## src/rtl/serial_magnitude_comparator_if.sv

```systemverilog
// rtl/serial_magnitude_comparator_if.sv - start/done handshake and result bundle for the serial comparator
interface serial_magnitude_comparator_if #(
   parameter int WIDTH = 8
);
   logic             start;
   logic [WIDTH-1:0] a_in;
   logic [WIDTH-1:0] b_in;
   logic             busy;
   logic             done;
   logic             greater;
   logic             less;
   logic             equal;

   modport master (
      output start, a_in, b_in,
      input  busy, done, greater, less, equal
   );

   modport slave (
      input  start, a_in, b_in,
      output busy, done, greater, less, equal
   );
endinterface

```

## src/rtl/serial_magnitude_comparator.sv

```systemverilog
// rtl/serial_magnitude_comparator.sv - bit-serial MSB-first magnitude comparator with start/done handshake
// Optional SERIAL_CMP_EARLY_EXIT_EN finishes at the first differing bit.
module serial_magnitude_comparator #(
   parameter int WIDTH = 8
) (
   input  logic                         clk,
   input  logic                         rst_n,
   serial_magnitude_comparator_if.slave cmp
);
   localparam int CW = (WIDTH > 1) ? $clog2(WIDTH) : 1;

   typedef enum logic {IDLE, SHIFT} state_t;

   state_t           state_q, state_d;
   logic [WIDTH-1:0] sa_q, sa_d, sb_q, sb_d;
   logic [CW-1:0]    cnt_q, cnt_d;
   logic             rg_q, rg_d, rl_q, rl_d, re_q, re_d;
   logic             done_q, done_d;
   logic             greater_q, greater_d, less_q, less_d, equal_q, equal_d;

   logic x, y, rg_n, rl_n, re_n, finish;

   // Chain update for the current MSB pair; only meaningful in SHIFT
   assign x    = sa_q[WIDTH-1];
   assign y    = sb_q[WIDTH-1];
   assign rg_n = rg_q | (re_q & x & ~y);
   assign rl_n = rl_q | (re_q & ~x & y);
   assign re_n = re_q & ~(x ^ y);

`ifdef SERIAL_CMP_EARLY_EXIT_EN
   assign finish = (cnt_q == '0) || rg_n || rl_n;
`else
   assign finish = (cnt_q == '0);
`endif

   always_comb begin
      state_d   = state_q;
      sa_d      = sa_q;
      sb_d      = sb_q;
      cnt_d     = cnt_q;
      rg_d      = rg_q;
      rl_d      = rl_q;
      re_d      = re_q;
      done_d    = 1'b0;
      greater_d = greater_q;
      less_d    = less_q;
      equal_d   = equal_q;
      case (state_q)
         IDLE: begin
            if (cmp.start) begin
               sa_d    = cmp.a_in;
               sb_d    = cmp.b_in;
               rg_d    = 1'b0;
               rl_d    = 1'b0;
               re_d    = 1'b1;
               cnt_d   = CW'(WIDTH - 1);
               state_d = SHIFT;
            end
         end
         SHIFT: begin
            rg_d = rg_n;
            rl_d = rl_n;
            re_d = re_n;
            sa_d = sa_q << 1;
            sb_d = sb_q << 1;
            if (finish) begin
               greater_d = rg_n;
               less_d    = rl_n;
               equal_d   = re_n;
               done_d    = 1'b1;
               state_d   = IDLE;
            end else begin
               cnt_d = cnt_q - 1'b1;
            end
         end
         default: state_d = IDLE;
      endcase
   end

   always_ff @(posedge clk or negedge rst_n) begin
      if (!rst_n) begin
         state_q   <= IDLE;
         sa_q      <= '0;
         sb_q      <= '0;
         cnt_q     <= '0;
         rg_q      <= 1'b0;
         rl_q      <= 1'b0;
         re_q      <= 1'b0;
         done_q    <= 1'b0;
         greater_q <= 1'b0;
         less_q    <= 1'b0;
         equal_q   <= 1'b0;
      end else begin
         state_q   <= state_d;
         sa_q      <= sa_d;
         sb_q      <= sb_d;
         cnt_q     <= cnt_d;
         rg_q      <= rg_d;
         rl_q      <= rl_d;
         re_q      <= re_d;
         done_q    <= done_d;
         greater_q <= greater_d;
         less_q    <= less_d;
         equal_q   <= equal_d;
      end
   end

   assign cmp.busy    = (state_q == SHIFT);
   assign cmp.done    = done_q;
   assign cmp.greater = greater_q;
   assign cmp.less    = less_q;
   assign cmp.equal   = equal_q;
endmodule

```

## src/flat_wrapper.sv

```systemverilog
// flat-port wrapper written by rule: the top's interface ports become plain ports
module serial_magnitude_comparator_flat 
#(
   parameter int WIDTH = 8
)
  (clk, rst_n, cmp_start, cmp_a_in, cmp_b_in, cmp_busy, cmp_done, cmp_greater, cmp_less, cmp_equal);
  serial_magnitude_comparator_if #(.WIDTH(WIDTH)) cmp_i ();
  input  logic clk;
  input  logic rst_n;
  input wire logic [$bits(cmp_i.start)-1:0] cmp_start;
  input wire logic [$bits(cmp_i.a_in)-1:0] cmp_a_in;
  input wire logic [$bits(cmp_i.b_in)-1:0] cmp_b_in;
  output wire logic [$bits(cmp_i.busy)-1:0] cmp_busy;
  output wire logic [$bits(cmp_i.done)-1:0] cmp_done;
  output wire logic [$bits(cmp_i.greater)-1:0] cmp_greater;
  output wire logic [$bits(cmp_i.less)-1:0] cmp_less;
  output wire logic [$bits(cmp_i.equal)-1:0] cmp_equal;
  assign cmp_i.start = cmp_start;
  assign cmp_i.a_in = cmp_a_in;
  assign cmp_i.b_in = cmp_b_in;
  assign cmp_busy = cmp_i.busy;
  assign cmp_done = cmp_i.done;
  assign cmp_greater = cmp_i.greater;
  assign cmp_less = cmp_i.less;
  assign cmp_equal = cmp_i.equal;
  serial_magnitude_comparator #(.WIDTH(WIDTH)) u_core (.clk(clk), .rst_n(rst_n), .cmp(cmp_i));
endmodule
```

## config.mk

```make
export PLATFORM = sky130hd
export DESIGN_NAME = serial_magnitude_comparator_flat
export DESIGN_NICKNAME = d
export VERILOG_FILES = /design/src/rtl/serial_magnitude_comparator_if.sv /design/src/rtl/serial_magnitude_comparator.sv /design/src/flat_wrapper.sv
export SDC_FILE = /design/constraint.sdc
export NUM_CORES = 1
export LEC_CHECK = 0
export CORE_ASPECT_RATIO = 0.5
export CORE_MARGIN = 4
export CORE_UTILIZATION = 45
export CTS_CLUSTER_DIAMETER = 80
export CTS_CLUSTER_SIZE = 10
export DETAILED_ROUTE_END_ITERATION = 12
export PLACE_DENSITY = 0.71
export RECOVER_POWER = 100
export SYNTH_ARGS = -nofsm -noshare
export SYNTH_HDL_FRONTEND = slang
export SYNTH_SLANG_ARGS = --single-unit
```

## constraint.sdc

```tcl
create_clock -name clk -period 3.4 [get_ports clk]
set_input_delay 0.68 -clock clk [delete_from_list [all_inputs] [get_ports clk]]
set_output_delay 0.68 -clock clk [all_outputs]
set_load 0.01 [all_outputs]
```

# --- Word level (Yosys, flattened, before mapping) ---
# Index checks and enable logic that the tools add are counted.
word_totals:
  register_bits: 27
  input_bits: 19
  out_inout_bits: 5
  word_cells: 46
op_classes:
  addsub: 1
  n_eq_ne: 2
  n_mux: 17
  n_bitwise: 12
  reduce_logical: 3
ops:
  columns: ["cell", "n"]
  rows:
  - ["$pmux 8 s2", 2]
  - ["$mux 8", 2]
  - ["$pmux 1 s2", 4]
  - ["$mux 1", 6]
  - ["$mux 3", 2]
  - ["$pmux 3 s2", 1]
  - ["$and 1x1->1", 5]
  - ["$ne 2x2->1 const B", 2]
  - ["$not 1->1", 4]
  - ["$reduce_and 2->1", 2]
  - ["$logic_not 3->1", 1]
  - ["$sub 3x1->3 const B", 1]
  - ["$or 1x1->1", 2]
  - ["$xor 1x1->1", 1]

# --- Longest topological paths before layout ---
depth:
  ltp_word: 5
  ltp_mapped: 6
  depth_no_buf: 5

# --- Least setup slack after synthesis ---
# No wires, ideal clock.
synth_path:
  kind: "input port to flip-flop"
  startpoint: "input cmp_start"
  endpoint: "register u_core.cnt_q[0]"
  arrival_time_ns: 1.210
  required_time_ns: 3.281
  path_slack_ns: 2.071
  path_stages: 4
  n_path_buf: 1
  cell_sequence: "buf_4 -> nor2_1 -> nor2_4 -> o21a_1"
synth_via:
  elab_chain_cells: 2
synth_rtl:
  columns: ["element", "line", "rtl"]
  rows:
  - ["from (decl)", "flat_wrapper.sv:10", "input wire logic [$bits(cmp_i.start)-1:0] cmp_start;"]
  - ["$ne 2x2->1 (no line)", null, null]
  - ["$reduce_and 2->1 (no line)", null, null]
  - ["to (signal assigned)", "serial_magnitude_comparator.sv:97", "cnt_q <= cnt_d;"]
  - ["to (decl)", "serial_magnitude_comparator.sv:16", "logic [CW-1:0] cnt_q, cnt_d;"]
# Every way passes these cells.
# A chain may end at the register's enable or synchronous reset.

# --- Worst setup path after layout ---
layout_path:
  startpoint: "input cmp_start"
  endpoint: "register u_core.sb_q[5]"
layout_via:
  elab_chain_cells: 1
layout_rtl:
  columns: ["element", "line", "rtl"]
  rows:
  - ["$ne 2x2->1 (no line)", null, null]
  - ["to (signal assigned)", "serial_magnitude_comparator.sv:84", "sb_q <= '0;"]
  - ["to (signal assigned)", "serial_magnitude_comparator.sv:96", "sb_q <= sb_d;"]
  - ["to (decl)", "serial_magnitude_comparator.sv:15", "logic [WIDTH-1:0] sa_q, sa_d, sb_q, sb_d;"]
# Every way passes these cells.

==> qor.yml <==
run_status:
  outcome: "complete, no violations"
sta:
  post-route-min-period_ps: 2424
  fmax_mhz: 412.6
  setup_tns_ps: 0
  finalSetupViolCount: 0
  hold_viol_final: 0
  hold_slack_ps: 487.7
  rsz0062_at_grt: "false"
  worst_pin_slew_ps: 1438
  fin_skew_ps: 2.436
  maxSlewHeadroom_pct: 4.152
  timing.final.max_slew_violations: 0
  fin_crit_sh_pct: 71.29
clocking:
  htree_levels: 1
  clkLatencyLatePin_ps: 270
  clockBufferDepth: 2
  cts-root-buf: "clkbuf_8"
  path_clk_slew_ps: 80
  cts_tree: "yes"
  cts_resized: 0
  holdBufCountCts: 0
  cts_buffers: 3
  cts_sinks: 27
  cts_setup_buffers: 0
power:
  power_frac_seq_pct: 48.3
  power_per_cell_area_nw_per_um2: 708.4
  swShare_pct: 34.05
  internal_power_mw: 0.6985
  power.leakage_nw: 0.6969
  p_sw_mw: 0.3606
  pwr-share-clk_pct: 16.7
  ir_drop_uv: 352.9
  total_power_mw: 1.059
  p_comb_share_pct: 34.9
global_route:
  grt_pass1_wl_mm: 3.581
  grt_max_degree: 40
  grtUsageTotal_pct: 13.12
  grt-ovfl-total: 0
  antenna_found_initial: 0
  grt_pass1_vias: 772
setup_path:
  critPathMaxFanout: 11
  required_ps: 3500
  crit_slowest_cell: "dlygate4sd3_1"
  start_kind: "input port"
  r2r_slack_ps: 1160
  crit_type: "in2reg"
  critical_path.cell_chain: "dlygate4sd3_1, clkbuf_1, mux2i_1, o21ai_0"
  crit_path_end_kind: "flip-flop"
  r2r_start: "u_core.cmp.busy"
  critPathLaunch: "cmp_start"
  cp_slowest_stage_delay_ps: 880
  worstPathArrival_ps: 2520
cells_and_area:
  multi_input_area_um2: 462.9
  postLayoutCellArea_um2: 1495
  area_growth_syn_to_layout_pct: 22.82
  nNetsFinal: 161
  drive_above_1_share_pct: 2.158
  n_antenna_cell: 0
  final_cells: 174
  seq_area_um2: 675.6
  fillers: 207
synthesis:
  synth_nets: 137
  seq_area_frac_synth_pct: 55.50
  synth_cell_types: 21
  synthTopCellsByArea: "dfrtp_1, mux2i_1, o21ai_0"
  synth_top_area_cell: "dfrtp_1"
  netlist.area_leader.share_pct: 55.50
  synth_seq_cells: 27
  ys_warn_count: 0
  avgSynthCellArea_um2: 10.49
  synthCells: 116
  synth_area_um2: 1217
drt:
  first_pass_iters: 4
  wl_mm: 2.140
  avgRoutedWirePerCell_um: 12.30
  post-route-drc-count: 0
  ant_nets: 0
  route.vias.total: 851
  viasPerCell: 4.891
  drtIter0Drc: 55
placement:
  placed_cells: 170
  io_buffers: 23
  hpwlAfterDp_mm: 1.538
  placed_cell_area_um2: 1469
  gp_congestion: 0.7212
die:
  start_util_pct: 51.00
  die_x_um: 81.56
  dieArea_um2: 3652
  die_h_um: 44.78
  core_area_um2: 2387
  pin_count: 24
  rows: 12
min_path:
  hold_class: "reg2reg"
  min-delay-start: "u_core.sb_q[0]"
job:
  max_cap_viol_count: 0
-- critical path: cells and delay by family --
kind / cells / cell delay, ps
AO/OA/AOI/OAI: 1 / 90
buffers and inverters: 2 / 1490
multiplexers: 1 / 260
-- through the flow --
step	utilization [%]	setup slack, ps
2_1_floorplan	-	2071
3_3_place_gp	61.53	1171
3_5_place_dp	61.53	1146
4_1_cts	63.42	1448
5_1_grt	62.63	880.0
6_report	62.63	976.2
-- Yosys cell counts (all sizes together) --
cell and n:
a21oi 4, a31oi 2, and3b 1, buf 7, dfrtp 27, ha 2
inv 7, mux2i 16, nand2 15, nand2b 1, nand3 3, nand4b 1
nor2 10, o21a 2, o21ai 16, o221ai 1, xnor2 1
-- power by group through the flow --
stage / sequential [mW] / combinational (mW) / clock [mW]
2_1_floorplan: 0.518 / 0.265 / 0
3_3_place_gp: 0.517 / 0.379 / 0
3_5_place_dp: 0.518 / 0.393 / 0
4_1_cts: 0.513 / 0.396 / 0.184
5_1_grt: 0.530 / 0.423 / 0.197
6_report: 0.512 / 0.370 / 0.177
-- final cells by class --
class	count	share of cell area (%)
inverter	7	1.757
tap	35	2.929
multi-input combinational	75	30.96
timing repair buffer	26	16.15
clock buffer	4	3.013
sequential	27	45.19
-- state kept, by name, summed over array words and instances (netlist names) --
register / flops
u_core.rl_q: 1
u_core.cmp.greater: 1
u_core.cmp.equal: 1
u_core.cmp.done: 1
u_core.re_q: 1
u_core.rg_q: 1
u_core.cmp.busy: 1
u_core.cnt_q: 3
u_core.cmp.less: 1
u_core.sa_q: 8
u_core.sb_q: 8
-- path summary, 6_finish.rpt --
path / to / cells past startpoint
setup / recovery: u_core.sb_q[5] / 4
hold / removal: u_core.sb_q[1] / 2
setup reg to reg: u_core.cnt_q[0] / 4
hold reg to reg: u_core.sb_q[1] / 2
max in group asynchronous: u_core.cnt_q[1] / 2
min in group asynchronous: u_core.sb_q[0] / 2
-- cells by family after synthesis --
group                    Yosys count  synth area share (%)
AND/OR/NAND/NOR                   31                 11.51
buffers and inverters             14                 5.857
flip-flops                        27                 55.50
XOR/XNOR                           1                0.7196
AO/OA/AOI/OAI                     25                 11.20
multiplexers                      16                 13.15
adder cells (fa/ha/maj)            2                 2.055
-- placed cells by master (no fill, tap or decap) --
| cell type | count |
|---|---|
| a21oi_1 | 4 |
| a31oi_1 | 2 |
| and3b_1 | 1 |
| clkbuf_1 | 4 |
| clkbuf_8 | 3 |
| clkdlybuf4s50_1 | 16 |
| dfrtp_1 | 27 |
| dlygate4sd3_1 | 7 |
| ha_1 | 2 |
| inv_1 | 7 |
| mux2i_1 | 16 |
| nand2_1 | 15 |
| nand2b_1 | 1 |
| nand3_1 | 3 |
| nand4b_1 | 1 |
| nor2_1 | 10 |
| o21a_1 | 2 |
| o21ai_0 | 16 |
| o221ai_1 | 1 |
| xnor2_1 | 1 |
-- routing by layer --
layer / GRT usage [%] / vias up / part of all wire, % / wire length [um]
met5: 0 / - / 0 / 0
met3: 4.781 / 2 / 6.2 / 132
met1: 18.15 / 390 / 51 / 1081
met2: 19.74 / 20 / 43 / 916
met4: 3.030 / 0 / 0.51 / 11
li1: - / 439 / - / -
Power figures use the tool's default switching activity.
